[config.mk]
export PLATFORM = sky130hd
export DESIGN_NAME = mult4_seq_ctrl
export DESIGN_NICKNAME = d
export VERILOG_FILES = /design/src/rtl/mult4_seq_ctrl.sv
export SDC_FILE = /design/constraint.sdc
export NUM_CORES = 1
export LEC_CHECK = 0
export ABC_CLOCK_PERIOD_IN_PS = 1900
export CORE_MARGIN = 10
export CORE_UTILIZATION = 45
export CTS_CLUSTER_SIZE = 28
export DETAILED_ROUTE_END_ITERATION = 16
export GPL_ROUTABILITY_DRIVEN = 0
export PLACE_DENSITY = 0.8
export SLEW_MARGIN = 20
export SYNTH_ARGS = -nofsm -noshare
export SYNTH_HDL_FRONTEND = slang
export SYNTH_SLANG_ARGS = --single-unit
export TNS_END_PERCENT = 100
[constraint.sdc]
create_clock -name clk -period 1.9 [get_ports clk]
set_clock_uncertainty 0.2 [all_clocks]
set_input_delay 0.38 -clock clk [delete_from_list [all_inputs] [get_ports clk]]
set_output_delay 0.38 -clock clk [all_outputs]
set_load 0.005 [all_outputs]
[src/rtl/mult4_seq_ctrl.sv]
// -----------------------------------------------------------------------------
// mult4_seq_ctrl
//   Sequential 4x4 unsigned shift-and-add multiplier. A single fourBitAdder is
//   reused over four iterations, one per clock, to build an 8-bit product.
//   The requester uses a start/busy/done handshake.
//
// Ports
//   clk      in   rising-edge clock
//   reset    in   synchronous, active-high reset (has priority over start)
//   start    in   request; accepted only in IDLE or DONE
//   a        in   multiplicand, latched when start is accepted
//   b        in   multiplier, latched when start is accepted
//   busy     out  high while iterating (CALC)
//   done     out  single-cycle completion pulse (DONE)
//   product  out  registered result; held until the next completion or reset
// -----------------------------------------------------------------------------
module mult4_seq_ctrl #(
    parameter int WIDTH = 4
) (
    input  logic               clk,
    input  logic               reset,
    input  logic               start,
    input  logic [WIDTH-1:0]   a,
    input  logic [WIDTH-1:0]   b,
    output logic               busy,
    output logic               done,
    output logic [2*WIDTH-1:0] product
);

    typedef enum logic [1:0] {
        ST_IDLE = 2'd0,
        ST_CALC = 2'd1,
        ST_DONE = 2'd2
    } state_t;

    state_t             state_q;
    logic [WIDTH-1:0]   m_q;        // multiplicand
    logic [WIDTH-1:0]   q_q;        // multiplier, becomes low product half
    logic [WIDTH-1:0]   a_q;        // accumulator, becomes high product half
    logic               c_q;        // adder carry between add and shift
    logic [1:0]         cnt_q;      // iteration count
    logic               busy_q;
    logic               done_q;
    logic [2*WIDTH-1:0] product_q;

    logic [WIDTH-1:0]   add_sum;
    logic               add_cout;
    logic [WIDTH-1:0]   add_a;
    logic               add_c;
    logic [WIDTH-1:0]   a_d;
    logic [WIDTH-1:0]   q_d;

    // Shared adder: accumulator plus multiplicand, add mode only.
    fourBitAdder u_adder (
        .a        (a_q),
        .b        (m_q),
        .Cin0     (1'b0),
        .subtract (1'b0),
        .Cout     (add_cout),
        .sum      (add_sum)
    );

    // Conditional add followed by a one-bit right shift of {C,A,Q}, collapsed
    // into one registered update. The adder carry becomes the new A MSB, so
    // C itself always returns to 0 after each shift.
    always_comb begin
        add_c = q_q[0] ? add_cout : c_q;
        add_a = q_q[0] ? add_sum  : a_q;
        a_d   = {add_c, add_a[WIDTH-1:1]};
        q_d   = {add_a[0], q_q[WIDTH-1:1]};
    end

    // NOTE: every register below uses non-blocking assignment so all state
    // updates see the pre-edge values of their neighbours, as real flops do.
    always_ff @(posedge clk) begin
        if (reset) begin
            state_q   <= ST_IDLE;
            m_q       <= '0;
            q_q       <= '0;
            a_q       <= '0;
            c_q       <= 1'b0;
            cnt_q     <= 2'd0;
            busy_q    <= 1'b0;
            done_q    <= 1'b0;
            product_q <= '0;
        end else begin
            case (state_q)
                ST_IDLE, ST_DONE: begin
                    done_q <= 1'b0;
                    if (start) begin
                        m_q     <= a;
                        q_q     <= b;
                        a_q     <= '0;
                        c_q     <= 1'b0;
                        cnt_q   <= 2'd0;
                        busy_q  <= 1'b1;
                        state_q <= ST_CALC;
                    end else begin
                        busy_q  <= 1'b0;
                        state_q <= ST_IDLE;
                    end
                end

                ST_CALC: begin
                    a_q   <= a_d;
                    q_q   <= q_d;
                    c_q   <= 1'b0;
                    cnt_q <= cnt_q + 2'd1;
                    // Fourth iteration: capture the post-shift product directly.
                    if (cnt_q == 2'd3) begin
                        product_q <= {a_d, q_d};
                        busy_q    <= 1'b0;
                        done_q    <= 1'b1;
                        state_q   <= ST_DONE;
                    end
                end

                default: begin
                    busy_q  <= 1'b0;
                    done_q  <= 1'b0;
                    state_q <= ST_IDLE;
                end
            endcase
        end
    end

    assign busy    = busy_q;
    assign done    = done_q;
    assign product = product_q;

endmodule

// -----------------------------------------------------------------------------
// fourBitAdder
//   4-bit ripple adder/subtractor. With subtract=1 the b operand is inverted
//   and an extra carry-in is injected (two's complement subtraction).
//
// Ports
//   a, b      in   operands
//   Cin0      in   carry-in
//   subtract  in   1 = a - b, 0 = a + b + Cin0
//   Cout      out  carry-out
//   sum       out  4-bit result
// -----------------------------------------------------------------------------
module fourBitAdder (
    input  logic [3:0] a,
    input  logic [3:0] b,
    input  logic       Cin0,
    input  logic       subtract,
    output logic       Cout,
    output logic [3:0] sum
);

    logic [3:0] b_eff;
    logic       cin;

    assign b_eff       = b ^ {4{subtract}};
    assign cin         = Cin0 | subtract;
    assign {Cout, sum} = {1'b0, a} + {1'b0, b_eff} + {4'b0000, cin};

endmodule
==> results of run 1 <==
[metal layers]
| metal | GRT usage, % | up-vias | wire [µm] |
|---|---|---|---|
| met4 | 4.61 | 0 | 35 |
| met3 | 3.39 | 4 | 149 |
| li1 | - | 497 | - |
| met2 | 20.0 | 22 | 1390 |
| met1 | 11.4 | 456 | 1080 |
| met5 | 0 | - | 0 |
[path summary, 6_finish.rpt]
path / to / slack, ns / cells past startpoint
setup / recovery: a_q[3] / 0.06 / 6
hold / removal: product[5] / 0.27 / 2
setup reg to reg: a_q[3] / 0.06 / 6
hold reg to reg: product[5] / 0.27 / 2
[final cells by class]
type | count | area [µm²]
fillers | 216 | 1010
well taps | 30 | 37.5
clock inverters | 1 | 30.0
repair buffers | 24 | 243
multi-input cells | 99 | 592
clock buffers | 3 | 22.5
flip-flops and latches | 26 | 524
[flip-flops by register name (all words and copies together), names as in the netlist]
register	count
product	8
a_q	4
m_q	4
q_q	4
cnt_q	2
state_q	2
busy	1
done	1
[critical path: stages (launching register included)]
cell	delay, ns
dfxtp_2	0.37
ha_4	0.16
fa_2	0.38
a21o_1	0.18
a21o_2	0.21
a32oi_1	0.19
nor2_1	0.06
[cell families after synthesis]
logic type,synth area share [%]
compound gates,16.6
xor+xnor,0.770
fa+ha+maj,7.26
buf+inv,3.85
flops,45.8
mux,1.76
simple gates,24.0
[metrics by stage]
step	worst slack, ns	area [µm²]	util [%]	hold slack (ns)
2_1_floorplan	0.0766	1140	-	0.241
3_3_place_gp	0.0617	1370	55.7	0.243
3_5_place_dp	0.0110	1370	55.7	0.250
4_1_cts	0.0414	1420	57.9	0.270
5_1_grt	0.00974	1450	59.0	0.292
6_report	0.0646	1450	59.0	0.265
[placed cells by master, fill, tap and decap left out, types with 2 or more instances in the layout]
cell / count
dfxtp_2: 3
o31ai_1: 2
nor2_1: 21
a311oi_1: 3
nand2b_1: 2
buf_4: 3
o211ai_1: 2
nand2_1: 26
clkdlybuf4s50_1: 20
nor3_1: 3
ha_1: 4
nand3b_1: 2
a211oi_1: 2
a21oi_1: 14
dfxtp_1: 23
clkbuf_4: 3
[timing repair]
action	CTS	global route
setup buffers	0	1
pin swaps	0	2
hold buffers	0	0
setup endpoints to repair	1	4
resized for setup	1	6
[power groups by stage]
stage | clock network (µW) | registers, µW | logic, µW
after floorplan | 0 | 590 | 86.3
after detailed placement | 0 | 599 | 126
final | 375 | 590 | 130
after CTS | 385 | 588 | 127
after global routing | 406 | 593 | 143
after global placement | 0 | 598 | 120
==> results.cfg, run 1 <==
[cells_and_area]
area_delta_synth_final_pct = 27.4
fin_cells = 183
drive_gt1_share_pct = 11.1
final_nets = 171
antennaDiodeCount = 0

[cts]
cts_tree = done
clockBufferDepth = 2
numCtsBuffers = 3
clkSinkCount = 26
cts_max_level = 1
clock_latency_ns = 0.32
clk_pin_slew_ns = 0.14
root_buffer = clkbuf_4

[route]
viasPerCell = 5.35
dr.pass1.iters = 5
drt-initial-drc-count = 61
num_vias = 979
wl_um = 2660
routedWlPerCell_um = 14.6
postRouteAntennaNets = 0
route.detailed.drc = 0

[floorplan]
row_count = 18
io_pins = 21
start_util_pct = 46.3
die_w_um = 70.3
die-area_mm2 = 0.00494
core_mm2 = 0.00245
die_h_um = 70.3

[yosys]
ys_seq_area_share_pct = 45.8
syn_avg_cell_area_um2 = 8.62
ys_seq_elements = 26
ys_top_cells_by_count = 26 x dfxtp_1, 26 x nand2_1, 21 x nor2_1
async_flop_share_pct = 0
ys.flop_type = dfxtp_1
postSynthCellCount = 132
yosys.area.top_type = dfxtp_1
netlist_area_mm2 = 0.00114
yosys.area.top_type_share_pct = 45.8
yosysUniqueCellTypes = 32
synth_edf_count = 0
synthesis.nets = 149
yosys_warnings = 0
synth_area_leaders = dfxtp_1 46%, nand2_1 8.6%, nor2_1 6.9%

[global_routing]
track_usage_pct = 11.1
grt_pass1_wl_um = 4570
antenna_found_initial = 0
grt_pass1_vias = 990
grt_max_degree = 29
grt_overflow_total = 0

[run_status]
status = completed

[setup_path]
critPathKind = flip-flop to flip-flop
worstPathArrival_ns = 1.86
crit_path_end_kind = flip-flop
startpoint_type = flip-flop
crit_fanout = 3
cp.required_ns = 1.92
r2r-start = a_q[0]
crit_path_start = a_q[0]

[power]
p_sw_share_pct = 23.0
seqPwrFrac_pct = 53.9
power_density_mw_per_mm2 = 755
p_comb_share_pct = 11.9
leakagePower_uw = 0.000547
p_switching_uw = 252
p_int_uw = 843
clock_power_share_pct = 34.2
vdd_ir_drop_max_mv = 0.570
p_total_uw = 1090

[sta]
worst_pin_slew_ns = 0.482
max_freq_ghz = 0.545
post-route-period-util_pct = 96.6
maxSlewViolCount = 0
hold_viol = 0
period_needed_ns = 1.84
relSlewSlack_pct = 67.8
rsz0062_at_grt = no
setup_tns_ns = 0
setup_viol = 0

[min_path]
hold_path.class = flip-flop to flip-flop
worstHoldStart = product[5]

[placed_design]
place_inst = 178
place_hpwl_um = 1950
port_buffers = 20

[job]
max_cap_viol_count = 0
(Power assumes the default switching activity.)
==> inputs of run 2 (changes only) <==
- CORE_ASPECT_RATIO: not set -> 0.6
==> run 2 against run 1 <==
Net effect:
- fmax decreased by 0.18%
- global-route usage fell by 0.38 points
- cell area rose by 2.0%
- highest routed layer unchanged
- critical path type unchanged
- utilization is 5.9 points higher
- clock-buffer cell count increased by 1
- power is 1.2% lower
- first-iteration DRC count shrank 6.6%
- worst hold slack lost 0.0058 ns
- via count is 1.4% higher
==> results.cfg, run 2 (synthesis results as in run 1) <==
[run_status]
status = completed

[setup_path]
crit_path_end_kind = flip-flop
r2r-start = a_q[3]
cp.required_ns = 1.87
r2r_cells = 5
critPathKind = flip-flop to flip-flop
path_buf_inv = 0
crit_path_start = a_q[3]
critical_path.max_stage_delay_ns = 0.36
reg2reg_to = a_q[2]
path_cells = ha_4 > or3b_1 > a31oi_1 > nor3_2 > o31ai_2
crit_fanout = 5
timing.critical_path.to = a_q[2]
worst_path_max_delay_cell = dfxtp_2
crit_cells = 5
worstPathArrival_ns = 1.81
reg2reg_setup_slack_ns = 0.06
cp_top_family = compound AO/OA/AOI/OAI gates
startpoint_type = flip-flop

[route]
wl_um = 2770
drt-initial-drc-count = 57
num_vias = 993
dr.pass1.iters = 4
viasPerCell = 5.43
postRouteAntennaNets = 0
route.detailed.drc = 0
routedWlPerCell_um = 15.1

[cells_and_area]
fin_util_pct = 64.9
layout_common_cells = 26 x nand2_1, 21 x nor2_1, 20 x clkdlybuf4s50_1
drive_gt1_share_pct = 15.7
largest_register_ffs = 8
final_nets = 171
antennaDiodeCount = 0
area_delta_synth_final_pct = 29.9
final_common_cell = nand2_1

[placed_design]
place_hpwl_um = 1970
port_buffers = 20

[global_routing]
grt_overflow_total = 0
grt_max_degree = 15
track_usage_pct = 10.7
antenna_found_initial = 0
grt_pass1_wl_um = 4440
grt_pass1_vias = 932

[min_path]
hold_path.class = flip-flop to flip-flop
worstHoldStart = product[1]

[sta]
maxSlewViolCount = 0
period_needed_ns = 1.84
relSlewSlack_pct = 66.8
max_freq_ghz = 0.544
hold_viol = 0
setup_viol = 0
worst_pin_slew_ns = 0.497
post-route-period-util_pct = 96.8

[cts]
clkSinkCount = 26
cts_max_level = 1
clock_latency_ns = 0.27
root_buffer = clkbuf_8
numCtsBuffers = 3
cts_tree = done
clk_pin_slew_ns = 0.09
clockBufferDepth = 2

[floorplan]
die_w_um = 84.9
start_util_pct = 49.9
io_pins = 21
die-area_mm2 = 0.00500
core_mm2 = 0.00228
die_h_um = 58.9
row_count = 13

[power]
vdd_ir_drop_max_mv = 0.546
power_density_mw_per_mm2 = 732
leakagePower_uw = 0.000544
p_total_uw = 1080

[job]
max_cap_viol_count = 0
[run 2: cell types whose count changed in the layout (fill, tap and decap cells not counted), sizes merged]
cell,delta
clkbuf,+1
bufinv,-1
[run 2: area by class of cell]
class,count,area [µm²]
fillers,190,800
well taps,30,37.5
multi-input cells,99,623
clock buffers,4,55.1
repair buffers,24,230
flip-flops and latches,26,532
[run 2: worst register-to-register path, delay by kind of cell (launching register included)]
family	cells	cell delay (ns)
compound gates	2	0.48
fa+ha+maj	1	0.29
flops	1	0.36
simple gates	2	0.42
[run 2: metrics by stage]
step	setup TNS (ns)	hold slack (ns)	cell area (µm²)	setup slack (ns)	instances
floorplan	0	0.241	1140	0.0766	132
global placement	0	0.244	1350	0.0355	178
detailed placement	-0.0219	0.247	1350	-0.0219	178
CTS	0	0.260	1410	0.0280	182
global route	-0.0121	0.291	1480	-0.0121	183
finish	0	0.259	1480	0.0612	183
[run 2: metal layers]
| metal | track usage, % | part of all wire [%] |
|---|---|---|
| met2 | 18.0 | 48 |
| met5 | 0 | 0 |
| met3 | 4.40 | 6.8 |
| met1 | 12.7 | 44 |
| met4 | 1.64 | 1.0 |
[run 2: worst min path at each step]
stage | endpoint | slack (ns) | cells past startpoint
after global placement | product[5] | 0.24 | 2
final | product[1] | 0.26 | 2
after global routing | product[2] | 0.29 | 2
after CTS | product[1] | 0.26 | 2
after floorplan | m_q[0] | 0.24 | 2
after detailed placement | product[1] | 0.25 | 2
[run 2: repair_timing]
action                                 in CTS  in global routing
setup endpoints to repair                   1                  4
endpoints found under the hold margin       0                  0
pin swaps                                   0                  3
hold buffers                                0                  0
resized for setup                           1                 14
buffers inserted                            0                  1
[run 2: power by group]
group          switching [µW]  total, µW  internal, µW
registers                24.4        590           566
clock network             176        361           185
logic                    68.4        131          62.4
==> inputs of run 3 (changes only) <==
- ABC_CLOCK_PERIOD_IN_PS: 1900 -> 2000
- CORE_UTILIZATION: 45 -> 50
- CTS_CLUSTER_SIZE: 28 -> not set
- PLACE_DENSITY: 0.8 -> 0.84
- clock period: 1.9 -> 2 ns (I/O delays scaled with it)
==> run 3 against run 2 <==
Net effect:
- utilization increased by 0.29 points
- sequential power decreased by 5.6%
- clock-buffer cell count decreased by 1
- setup slack improved by 0.081 ns
- highest routed layer unchanged
==> results.cfg, run 3 (synthesis results as in run 1) <==
[run_status]
status = completed

[setup_path]
crit_fanout = 2
r2r-start = m_q[0]
reg2reg_setup_slack_ns = 0.14
critical_path.max_stage_delay_ns = 0.36
crit_path_start = m_q[0]
path_cells = ha_1 > fa_2 > a21o_1 > a21o_2 > a32oi_1 > nor2_1
cp.required_ns = 1.96
critPathKind = flip-flop to flip-flop
crit_cells = 6
reg2reg_to = a_q[3]
cp_top_family = adder cells
worst_path_max_delay_cell = fa_2
startpoint_type = flip-flop
worstPathArrival_ns = 1.81
r2r_cells = 6
timing.critical_path.to = a_q[3]
path_buf_inv = 0
crit_path_end_kind = flip-flop

[power]
power_density_mw_per_mm2 = 684
p_comb_share_pct = 12.6
seqPwrFrac_pct = 57.8
p_total_uw = 965
clock_power_share_pct = 29.7
p_int_uw = 730
vdd_ir_drop_max_mv = 0.575
leakagePower_uw = 0.000536
p_switching_uw = 235
p_sw_share_pct = 24.4

[cells_and_area]
num-fill-cells = 183
area_delta_synth_final_pct = 24.0
layout_common_cells = 26 x nand2_1, 26 x dfxtp_1, 21 x nor2_1
fin_cells = 181
largest_register_ffs = 8
final_nets = 170
drive_gt1_share_pct = 6.62
fin_util_pct = 65.2
antennaDiodeCount = 0

[route]
drt-initial-drc-count = 63
viasPerCell = 5.45
wl_um = 2560
postRouteAntennaNets = 0
route.detailed.drc = 0
num_vias = 986
routedWlPerCell_um = 14.1
dr.pass1.iters = 4

[sta]
relSlewSlack_pct = 69.9
rsz0062_at_grt = no
maxSlewViolCount = 0
post-route-period-util_pct = 92.9
worst_pin_slew_ns = 0.452
max_freq_ghz = 0.538
hold_viol = 0
setup_viol = 0
period_needed_ns = 1.86
setup_tns_ns = 0

[cts]
numCtsBuffers = 3
clockBufferDepth = 2
clkSinkCount = 26
cts_resized = 0
cts_tree = done
cts_setup_buffers = 0
clock_latency_ns = 0.26
cts-hold-fix-buffers = 0
cts_max_level = 1
root_buffer = clkbuf_8
clk_pin_slew_ns = 0.08

[global_routing]
grt_overflow_total = 0
grt_max_degree = 23
grt_pass1_vias = 955
track_usage_pct = 11.5
grt_pass1_wl_um = 4320
antenna_found_initial = 0

[placed_design]
place_hpwl_um = 1950
place_inst = 178
port_buffers = 20

[floorplan]
die_w_um = 81.6
die-area_mm2 = 0.00465
start_util_pct = 52.6
die_h_um = 56.9
row_count = 13
core_mm2 = 0.00216
io_pins = 21

[min_path]
hold_path.class = flip-flop to flip-flop

[job]
max_cap_viol_count = 0
run 3: changes by cell type in the layout (fill, tap and decap cells not counted), sizes merged:
cell    previous run  this run
buf                4         3
clkbuf             4         3
run 3: worst min path at each step:
stage	start	slack [ns]	end	cells past startpoint
floorplan	m_q[0]	0.24	m_q[0]	2
global placement	product[0]	0.24	product[0]	2
detailed placement	product[0]	0.25	product[0]	2
finish	product[0]	0.26	product[0]	2
CTS	product[0]	0.26	product[0]	2
global route	m_q[3]	0.29	m_q[3]	2
run 3: worst reg2reg max path: cells and delay by family (launching register included):
| kind | cells | cell delay [ns] |
|---|---|---|
| DFF | 1 | 0.32 |
| AOI/OAI and AO/OA | 3 | 0.58 |
| adders and majority gates | 2 | 0.60 |
| and+or+nand+nor | 1 | 0.05 |
run 3: through the flow:
stage	cell area [µm²]	hold slack, ns	setup WS (ns)
floorplan	1140	0.241	0.177
global placement	1370	0.243	0.149
detailed placement	1370	0.248	0.0901
CTS	1410	0.258	0.0953
global route	1410	0.288	0.0352
finish	1410	0.256	0.142
run 3: power groups by stage:
stage | Sequential [µW] | Combinational (µW) | Clock [µW]
after detailed placement | 569 | 119 | 0
after CTS | 557 | 121 | 296
after global routing | 561 | 136 | 309
after floorplan | 561 | 82.0 | 0
after global placement | 568 | 116 | 0
final | 557 | 121 | 286
run 3: area by class of cell:
type                       count  area [µm²]  share of cell area (%)
timing repair buffer          23         235                    16.7
multi-input combinational     99         576                    40.8
tap                           30        37.5                    2.66
sequential                    26         520                    36.9
clock buffer                   3        41.3                    2.93
run 3: per-layer routing:
| layer | GRT usage [%] | up-vias | wire, µm |
|---|---|---|---|
| met5 | 0 | - | 0 |
| met4 | 3.14 | 0 | 23 |
| met3 | 4.06 | 4 | 164 |
| met2 | 18.5 | 27 | 1200 |
| met1 | 14.2 | 450 | 1170 |
| li1 | - | 505 | - |
